**src/rtl/card_auth_pkg.sv**
```systemverilog
// Shared types and constants for the card authorizer and its balance bank.
package card_auth_pkg;
    localparam int NUM_CARDS = 4;
    localparam int BAL_W     = 8;
    localparam int COST_W    = 3;
    localparam int ID_W      = $clog2(NUM_CARDS);

    localparam logic [BAL_W-1:0] INIT_BAL = 8'd10;
    localparam logic [BAL_W-1:0] BAL_MAX  = 8'd255;

    typedef enum logic [2:0] {
        IDLE,
        LATCH,
        CHECK,
        AUTH,
        DEBIT,
        DECLINE,
        DONE
    } state_t;

    // Unsigned add that clamps at BAL_MAX; the extra carry bit detects overflow.
    function automatic logic [BAL_W-1:0] sat_add(input logic [BAL_W-1:0] a,
                                                 input logic [BAL_W-1:0] b);
        logic [BAL_W:0] sum;
        sum = {1'b0, a} + {1'b0, b};
        return sum[BAL_W] ? BAL_MAX : sum[BAL_W-1:0];
    endfunction
endpackage

```
**src/rtl/card_authorizer_if.sv**
```systemverilog
// Vending-machine / top-up bus between the requester and the card authorizer.
interface card_authorizer_if;
    import card_auth_pkg::*;

    logic              card_in;
    logic [ID_W-1:0]   card_id;
    logic [COST_W-1:0] cost;
    logic              vend;
    logic              failed_tran;
    logic              topup;
    logic [BAL_W-1:0]  topup_amt;
    logic              valid_tran;
    logic              declined;
    logic [BAL_W-1:0]  balance;

    modport master (
        output card_in, card_id, cost, vend, failed_tran, topup, topup_amt,
        input  valid_tran, declined, balance
    );

    modport slave (
        input  card_in, card_id, cost, vend, failed_tran, topup, topup_amt,
        output valid_tran, declined, balance
    );
endinterface

```
**src/rtl/card_authorizer_balance_bank.sv**
```systemverilog
// Per-card balance register file: one async read port, one write port that
// either debits or does a saturating credit.
module balance_bank
    import card_auth_pkg::*;
(
    input  logic             clk_i,
    input  logic             rst_i,
    input  logic [ID_W-1:0]  rd_idx_i,
    output logic [BAL_W-1:0] rd_data_o,
    input  logic             debit_i,
    input  logic             credit_i,
    input  logic [ID_W-1:0]  wr_idx_i,
    input  logic [BAL_W-1:0] amt_i
);
    logic [NUM_CARDS-1:0][BAL_W-1:0] bal_q;
    logic [BAL_W-1:0]                wr_old;

    assign rd_data_o = bal_q[rd_idx_i];
    assign wr_old    = bal_q[wr_idx_i];

    // Balance storage; debit clamps at zero so a stale cost can never wrap.
    always_ff @(posedge clk_i) begin
        if (rst_i) begin
            bal_q <= {NUM_CARDS{INIT_BAL}};
        end else if (debit_i) begin
            bal_q[wr_idx_i] <= (wr_old >= amt_i) ? wr_old - amt_i : '0;
        end else if (credit_i) begin
            bal_q[wr_idx_i] <= sat_add(wr_old, amt_i);
        end
    end
endmodule

```
**src/rtl/card_authorizer.sv**
```systemverilog
// Card authorizer: checks funds for a vending request, debits on VEND,
// and accepts top-ups while idle with no card inserted.
module card_authorizer
    import card_auth_pkg::*;
(
    input logic               clk_i,
    input logic               rst_i,
    card_authorizer_if.slave  bus
);
    state_t            state_q, state_d;
    logic [ID_W-1:0]   id_q, id_d;
    logic [COST_W-1:0] cost_q, cost_d;
    logic              valid_q, valid_d;
    logic              decl_q, decl_d;
    logic [BAL_W-1:0]  bal_q, bal_d;

    logic [ID_W-1:0]   rd_idx;
    logic [BAL_W-1:0]  rd_bal;
    logic              debit, credit;
    logic [BAL_W-1:0]  wr_amt;
    logic              funds_ok;

    // In IDLE the live CARD_ID is shown and topped up; afterwards the latched id.
    assign rd_idx   = (state_q == IDLE) ? bus.card_id : id_q;
    assign funds_ok = rd_bal >= BAL_W'(cost_q);
    assign debit    = (state_q == DEBIT);
    assign credit   = (state_q == IDLE) && !bus.card_in && bus.topup;
    assign wr_amt   = debit ? BAL_W'(cost_q) : bus.topup_amt;

    balance_bank u_bank (
        .clk_i     (clk_i),
        .rst_i     (rst_i),
        .rd_idx_i  (rd_idx),
        .rd_data_o (rd_bal),
        .debit_i   (debit),
        .credit_i  (credit),
        .wr_idx_i  (rd_idx),
        .amt_i     (wr_amt)
    );

    // Next-state, capture registers and registered output values.
    always_comb begin
        state_d = state_q;
        id_d    = id_q;
        cost_d  = cost_q;
        unique case (state_q)
            IDLE: begin
                if (bus.card_in) begin
                    id_d    = bus.card_id;
                    state_d = LATCH;
                end
            end
            LATCH: begin
                // Card removal aborts before a price is taken.
                if (!bus.card_in) begin
                    state_d = IDLE;
                end else if (bus.cost != '0) begin
                    cost_d  = bus.cost;
                    state_d = CHECK;
                end
            end
            CHECK:   state_d = funds_ok ? AUTH : DECLINE;
            AUTH: begin
                if (bus.failed_tran || !bus.card_in) state_d = DONE;
                else if (bus.vend)                   state_d = DEBIT;
            end
            DEBIT:   state_d = DONE;
            DECLINE: state_d = DONE;
            DONE: begin
                if (!bus.card_in) state_d = IDLE;
            end
            default: state_d = IDLE;
        endcase
        // VALID_TRAN comes up one cycle into AUTH and drops as AUTH is left.
        valid_d = (state_q == AUTH) && (state_d == AUTH);
        decl_d  = (state_q == DECLINE);
        bal_d   = rd_bal;
    end

    // State and output registers.
    always_ff @(posedge clk_i) begin
        if (rst_i) begin
            state_q <= IDLE;
            id_q    <= '0;
            cost_q  <= '0;
            valid_q <= 1'b0;
            decl_q  <= 1'b0;
            bal_q   <= INIT_BAL;
        end else begin
            state_q <= state_d;
            id_q    <= id_d;
            cost_q  <= cost_d;
            valid_q <= valid_d;
            decl_q  <= decl_d;
            bal_q   <= bal_d;
        end
    end

    assign bus.valid_tran = valid_q;
    assign bus.declined   = decl_q;
    assign bus.balance    = bal_q;
endmodule

```
**src/flat_wrapper.sv**
```systemverilog
// flat-port wrapper written by rule: the top's interface ports become plain ports
module card_authorizer_flat import card_auth_pkg::*;
  (clk_i, rst_i, bus_card_in, bus_card_id, bus_cost, bus_vend, bus_failed_tran, bus_topup, bus_topup_amt, bus_valid_tran, bus_declined, bus_balance);
  card_authorizer_if bus_i ();
  input logic clk_i;
  input logic rst_i;
  input wire logic [$bits(bus_i.card_in)-1:0] bus_card_in;
  input wire logic [$bits(bus_i.card_id)-1:0] bus_card_id;
  input wire logic [$bits(bus_i.cost)-1:0] bus_cost;
  input wire logic [$bits(bus_i.vend)-1:0] bus_vend;
  input wire logic [$bits(bus_i.failed_tran)-1:0] bus_failed_tran;
  input wire logic [$bits(bus_i.topup)-1:0] bus_topup;
  input wire logic [$bits(bus_i.topup_amt)-1:0] bus_topup_amt;
  output wire logic [$bits(bus_i.valid_tran)-1:0] bus_valid_tran;
  output wire logic [$bits(bus_i.declined)-1:0] bus_declined;
  output wire logic [$bits(bus_i.balance)-1:0] bus_balance;
  assign bus_i.card_in = bus_card_in;
  assign bus_i.card_id = bus_card_id;
  assign bus_i.cost = bus_cost;
  assign bus_i.vend = bus_vend;
  assign bus_i.failed_tran = bus_failed_tran;
  assign bus_i.topup = bus_topup;
  assign bus_i.topup_amt = bus_topup_amt;
  assign bus_valid_tran = bus_i.valid_tran;
  assign bus_declined = bus_i.declined;
  assign bus_balance = bus_i.balance;
  card_authorizer u_core (.clk_i(clk_i), .rst_i(rst_i), .bus(bus_i));
endmodule
```
**config.mk**
```make
export PLATFORM = sky130hd
export DESIGN_NAME = card_authorizer_flat
export DESIGN_NICKNAME = d
export VERILOG_FILES = /design/src/rtl/card_auth_pkg.sv /design/src/rtl/card_authorizer_if.sv /design/src/rtl/card_authorizer_balance_bank.sv /design/src/rtl/card_authorizer.sv /design/src/flat_wrapper.sv
export SDC_FILE = /design/constraint.sdc
export NUM_CORES = 1
export LEC_CHECK = 0
export ABC_AREA = 1
export CAP_MARGIN = 20
export CORE_AREA = 2 2 80 82
export CTS_CLUSTER_SIZE = 20
export DETAILED_ROUTE_END_ITERATION = 7
export DIE_AREA = 0 0 82 84
export GPL_TIMING_DRIVEN = 0
export PLACE_DENSITY = 0.75
export SYNTH_ARGS = -nofsm -noshare
export SYNTH_HDL_FRONTEND = slang
export SYNTH_SLANG_ARGS = --single-unit
export TNS_END_PERCENT = 30
```
**constraint.sdc**
```tcl
create_clock -name clk_i -period 8.9 [get_ports clk_i]
set_input_delay 0.89 -clock clk_i [delete_from_list [all_inputs] [get_ports clk_i]]
set_output_delay 0.89 -clock clk_i [all_outputs]
set_load 0.02 [all_outputs]
```
# Word level (Yosys, flattened, before mapping)

Index checks and enable logic that the tools add are counted.

Add/sub/neg operators: 2
$mul: 0
Divide/modulo/power cells: 0
Order comparisons: 4
Eq/ne operators: 7
Shift operators: 0
Multiplexer cells: 20
Bitwise operators: 0
Reduce and logical (&&, ||, !) cells: 12

Operators with widths:

| kind                                                                                 | count |
|---|---|
| 32-bit bitwise mux                                                                   | 2 |
| 32-bit two-way mux                                                                   | 2 |
| 8-bit two-way mux                                                                    | 5 |
| 3-bit two-way mux                                                                    | 7 |
| 3-bit one-hot mux with 6 select lines                                                | 1 |
| 8-bit binary-select mux with 2-bit select                                            | 1 |
| 8-bit demux with 2-bit select                                                        | 1 |
| 8-bit by 8-bit adder with 9-bit output                                               | 1 |
| 3-bit by 2-bit equality test with 1-bit output (second input constant)               | 3 |
| 3-bit equality test (second input constant)                                          | 3 |
| 8-bit by 3-bit greater-or-equal comparator with 1-bit output                         | 1 |
| 8-bit greater-or-equal comparator                                                    | 1 |
| 8-bit subtractor                                                                     | 1 |
| 1-bit logical AND                                                                    | 4 |
| 3-bit by 1-bit equality test with 1-bit output (second input constant)               | 1 |
| 3-bit logical NOT                                                                    | 1 |
| 2-bit by 3-bit less-than comparator with 1-bit output (second input constant)        | 1 |
| 3-bit AND reduction                                                                  | 1 |
| 3-bit nonzero test                                                                   | 1 |
| 2-bit by 1-bit greater-or-equal comparator with 1-bit output (second input constant) | 1 |
| 2-bit two-way mux                                                                    | 1 |
| 2-bit AND reduction                                                                  | 1 |
| 2-bit nonzero test                                                                   | 1 |
| 2-bit OR reduction                                                                   | 1 |
| 2 further kinds                                                                      | 2 |

Flip-flop bits (word level): 50
Latch bits: 0
Bits in writable memories: 0
ROM bits: 0
Bits of input ports: 19
Memories kept: 0

# Depth between registers and ports, before layout

Word-level depth: 9
Mapped depth: 22
Gate-level depth less buffers: 20

# Modules after synthesis

A second synthesis with hierarchy kept.

Cell total of the unflattened synthesis: 537
Area total of the unflattened synthesis: 3,585.9 um^2

Modules (own cells, without submodules):

| module          | instances | cells an instance | area each (um^2) | seq. area each (um^2) |
|---|---|---|---|---|
| balance_bank    | 1         | 404               | 2,690.1          | 640.6 |
| card_authorizer | 1         | 133               | 895.9            | 360.3 |

# Least setup slack after synthesis

No wires, ideal clock.

Path type: input to register
Start point: input port bus_card_id[0]
End point: register u_core.u_bank.bal_q[0] (netlist name)
Arrival: 3,154 ps
Slack: 5,614 ps
Stages: 18
Cell sequence: inv_1 > nand3_1 > nand2_2 > nor2_2 > inv_1 > nor2_1 > nor2_1 > o221ai_1 > inv_1 > fa_1 > nand3_1 > o211ai_1 > nand4_1 > nand2_1 > nor2_1 > nand2_1 > nand3_1 > a21oi_1

Longest elaborated chain between the ends: 8
Elaborated cells between the ends (all ways): 17
Classes of those cells: add/sub (2); order compare (3); mux (11); reduce/logical (1)

RTL lines:

| item                                        | line                               | RTL |
|---|---|---|
| start, declared                             | flat_wrapper.sv:8                  | `input wire logic [$bits(bus_i.card_id)-1:0] bus_card_id;` |
| 2-bit two-way mux *                         | card_authorizer.sv:24              | `assign rd_idx = (state_q == IDLE) ? bus.card_id : id_q;` |
| 8-bit binary-select mux with 2-bit select * | --                                 |  |
| 8-bit two-way mux *                         | --                                 |  |
| via u_core.bal_d[1]                         | card_authorizer.sv:15              | `logic [BAL_W-1:0] bal_q, bal_d;` |
| 8-bit by 8-bit adder with 9-bit output      | card_auth_pkg.sv:25                | `sum = {1'b0, a} + {1'b0, b};` |
| 8-bit two-way mux                           | card_auth_pkg.sv:26                | `return sum[BAL_W] ? BAL_MAX : sum[BAL_W-1:0];` |
| 32-bit bitwise mux                          | card_authorizer_balance_bank.sv:28 | `bal_q[wr_idx_i] <= sat_add(wr_old, amt_i);` |
| 32-bit two-way mux                          | card_authorizer_balance_bank.sv:27 | `end else if (credit_i) begin` |
| 32-bit two-way mux *                        | card_authorizer_balance_bank.sv:25 | `end else if (debit_i) begin` |
| end signal, assigned                        | card_authorizer_balance_bank.sv:24 | `bal_q <= {NUM_CARDS{INIT_BAL}};` |
| end signal, assigned by index               | card_authorizer_balance_bank.sv:26 | `bal_q[wr_idx_i] <= (wr_old >= amt_i) ? wr_old - amt_i : '0;` |
| end signal, assigned by index               | card_authorizer_balance_bank.sv:28 |  |
| end, declared                               | card_authorizer_balance_bank.sv:15 | `logic [NUM_CARDS-1:0][BAL_W-1:0] bal_q;` |

Mark *: on every way through the listed nets, which the timed path passes. The rest lies on a longest branch. The select of a mux whose other input is x is not followed.
A chain may end at the register's enable or synchronous reset.

# Final worst setup path

Start point: input port bus_card_id[0]
End point: register u_core.u_bank.bal_q[15] (netlist name)

The elaborated chain is that of the path after synthesis.

==> impl_summary.md <==
Logic synthesis
The synthesized netlist net count is 512. Synthesis produced between 400 and 500 cells. The biggest area contributor in the post-synthesis netlist is dfxtp_1. The number of unique standard cell types used by synthesis is 40.

The total number of yosys warnings is 0. After Yosys synthesis, XOR and XNOR cells account for under 10% of the synthesized area. The average footprint of a synthesized cell is 6.87 sq um. The largest family of logic cells by synthesized area is simple AND/OR/NAND/NOR gates. In this run the cell area of the synthesized design comes to ~3200 sq um. The synthesized-area fraction occupied by adder cells is 8.57%.

In the post-synthesis netlist, the biggest area contributors are dfxtp_1 31%, nand2_1 14%, a21oi_1 7.9%. The flip-flop and latch count after synthesis is 50. In the synthesized netlist, mux cells make up 0% of the area. The post-synthesis simple-gate area fraction is between 30% and 40%.

Summing the areas of all compound-gate instances in the mapped netlist gives roughly 16% of the synthesized area. The sequential fraction of the synthesis area is just over 30%. The area share of the largest cell type after synthesis is 30.9%.

Final layout
The final cell utilization of the core is about 60%. The leading cell type in the layout, fill and taps excluded is nand2_1. The number of inserted diodes is 0.

The final instance count without filler cells is roughly 580. Relative to the synthesized area, the layout overhead comes to 13.7%. Counting the fill cells in the layout gives between 500 and 600. Summing all multi-input logic gate instances after layout gives approximately 1900 sq um.

In the layout the commonest cells are 118 x nand2_1, 56 x inv_1, 51 x a21oi_1, 50 x dfxtp_1, 47 x nand3_1. The area taken by flip-flops and latches is ~1000 sq um. Cells with a size suffix above 1 make up about a tenth of the layout.

The total number of nets in the final design is 546.

Global routing
The wire length of the first global-routing pass is 13200 microns. The final global-route overflow total is 0. The largest net degree at the start of global routing is 15. The global-route usage over all layers is 24.7%. The number of global-route vias before repair is about 2800. The initial antenna violation count is 0.

Clock network
TritonCTS built the clock tree. The clock input transition at the sequential cells of the worst setup and hold paths is ~0.090 ns. The count of instances resized after the clock tree is built is 0. The total clock buffers created by CTS is 5. The H-tree level count is 2. The clock net in this run drives a total of 50 sinks. The maximum root-to-sink buffer count is 2. The count of buffers added by post-CTS timing repair for setup is 0.

In this run, post-CTS hold repair placed 0 buffers. The clock latency of the later-clocked register in the worst-skew pair is around 0.30 ns. The cell chosen for the clock root is clkbuf_8.

Setup path
The reg-to-reg critical path endpoint is u_core.u_bank.bal_q[14]$_SDFFE_PP0P_. The worst setup path is captured at a flop. The worst reg2reg path startpoint is u_core.state_q[1]$_SDFF_PP0_. The kind of start point of the critical path is a primary input. In this run the worst setup path begins at bus_card_id[0]. The peak fanout along the critical path is 8. The logic depth of the worst register-to-register path is 15.

The setup slack on the worst flop-to-flop path is slightly above 5 ns. The required time at the worst-slack endpoint is 9.09 ns. The critical path data arrival time is 4.38 ns. The critical path is of the in2reg type.

Pwr
The total power consumption of the routed design is between 600 and 700 uW. The clock network is responsible for between 15 and 20% of the overall power. The combinational power share is between 40% and 50%. The peak supply drop is 0.0996 mV. The static leakage is ~0.0017 uW. The net switching power is just under 300 uW.

The internal power of the cells is approximately 400 uW. Per report_power, the sequential group accounts for 36.3% of the total. The power per standard cell area is between 150 and 200 nW/um^2.

Net switching is between 40 and 50% of the power.

Route
Before antenna repair, the detailed router went through 5 iterations. In the routed layout, each cell is associated on average with a via count of roughly 5.3. The count of routing violations after the opening detailed-route iteration is approximately 270.

After detailed routing, the wire length on met1 is 3830 microns. Once detail routing completed, the nets flagged for antenna violations numbered 0. The detailed route wirelength on metal2 is roughly 4000 microns.

The routed design has around 8300 microns of wire. After detailed routing, the number of remaining DRC violations is 0. The highest metal layer carrying signal wires in the routed design is met4. Detailed routing inserted a total of 3118 vias. The average wire per standard cell is around 14 microns. In the detailed route, the total length drawn on met3 is 288 microns.

Die
Measured along the y axis, the die boundary spans ~84 microns. The die span in x is about 82 microns. The area of the die is slightly below 7000 sq um. Once the floorplan was initialized, standard cells occupied approximately 53% of the core. The number of placement rows is 29.

The region available for standard cell placement spans between 6000 and 7000 sq um. The I/O pin total is 29.

Timing
For this run, the top clock speed supported by timing is 0.238 GHz. The final hold violation count came to 0. Clock skew on the completed layout was measured at 0.00775 ns.

The number of max-slew violations in the final report is 0. In the finished design, the share of the clock period the worst path needs comes to between 40% and 50%. For the pin with the worst max-slew slack, the measured transition is roughly 0.67 ns. The final setup violation count is 0. Setup total negative slack on the finished layout was measured at 0 ns.

The clock period minus worst slack is 4.20 ns. Headroom to the max-slew limit came out at 55.3%. Setup repair after global routing left no endpoint under its margin. Hold timing on the final database bottoms out at a slack of roughly 0.47 ns.

Place
The sum of net half-perimeters after detailed placement is 6380 microns. The count of input and output buffers is 27. The number of placed instances, taps included, is around 580. The final weighted congestion in routability-driven placement is 0.963.

Worst hold path
The critical hold path startpoint is u_core.u_bank.bal_q[12]$_SDFFE_PP0P_. The worst min-delay path category is reg2reg. The path with the worst hold slack has its endpoint at u_core.u_bank.bal_q[12]$_SDFFE_PP0P_. The worst hold path passes through 2 cells.

Flow run
The number of max-capacitance violations reported is 0.

Status
The flow ran to the end, and the final reports show no timing, DRC or antenna violations.
-- registers in the layout, indices dropped and copies added (netlist names) --
name and count:
u_core.bus.balance 8, u_core.bus.declined 1, u_core.bus.valid_tran 1, u_core.cost_q 3, u_core.id_q 2, u_core.state_q 3
u_core.u_bank.bal_q 32
-- critical path: stages --
cell and delay [ns]:
clkdlybuf4s50_1 0.52, inv_1 0.05, nand3_1 0.19, nand2_2 0.16
nor2_2 0.19, inv_1 0.11, nor2_1 0.10, nor2_1 0.06
o221ai_1 0.17, inv_1 0.25, fa_1 0.53, nand3_1 0.11
o211ai_1 0.12, nand4_1 0.10, nand2_1 0.05, nor2_1 0.35
nand3_1 0.12, nand2_1 0.20, a21oi_1 0.09
-- worst max-delay path by stage --
stage                     cells past startpoint  slack, ns                                   end
after floorplan                              18       5.61   u_core.u_bank.bal_q[0]$_SDFFE_PP0P_
after global placement                       19       4.41  u_core.u_bank.bal_q[26]$_SDFFE_PP0P_
after detailed placement                     19       4.39  u_core.u_bank.bal_q[18]$_SDFFE_PP0P_
after CTS                                    19       4.70  u_core.u_bank.bal_q[18]$_SDFFE_PP0P_
after global routing                         20       4.35   u_core.u_bank.bal_q[7]$_SDFFE_PP0P_
final                                        19       4.70  u_core.u_bank.bal_q[15]$_SDFFE_PP0P_
-- stage by stage --
stage | instance area [sq um] | setup slack (ns)
floorplan | 3240 | 5.61
global placement | 3610 | 4.41
detailed placement | 3610 | 4.39
CTS | 3690 | 4.70
global route | 3690 | 4.35
finish | 3690 | 4.70
-- Yosys cell counts (all sizes together) --
cell type and instances:
a211oi 1, a21boi 1, a21o 1, a21oi 51, a22oi 1, a311oi 1, a31oi 5, a41o 1
buf 11, clkbuf 5, dfxtp 50, fa 2, ha 19, inv 60, nand2 130, nand3 48
nand4 7, nor2 35, nor3 3, nor4 1, o2111ai 1, o211ai 2, o21ai 23, o21bai 1
o221ai 2, or2 3, xnor2 2, xor2 5
-- layer usage --
metal | global-route usage [%] | vias up
li1 | - | 1611
met1 | 31.8 | 1405
met2 | 41.5 | 85
met3 | 3.35 | 17
met4 | 8.48 | 0
met5 | 0 | -
-- cells by family after synthesis --
kind of cell / after synthesis
xor+xnor: 7
compound gates: 91
fa+ha+maj: 21
simple gates: 227
flops: 50
buf+inv: 76
-- layout make-up --
cell class	count	area share [%]
buffer	16	3.09
clock buffer	5	1.87
clock inverter	2	0.272
inverter	60	6.18
multi-input combinational	346	51.5
sequential	50	27.2
tap	77	2.61
timing repair buffer	27	7.33
-- power by group through the flow --
stage	clock network [uW]	logic [uW]	registers, uW
6_report	126	318	253
5_1_grt	135	352	255
4_1_cts	128	313	253
3_5_place_dp	0	312	258
3_3_place_gp	0	308	258
2_1_floorplan	0	230	260
No activity file was read; power rests on OpenSTA's default activity.
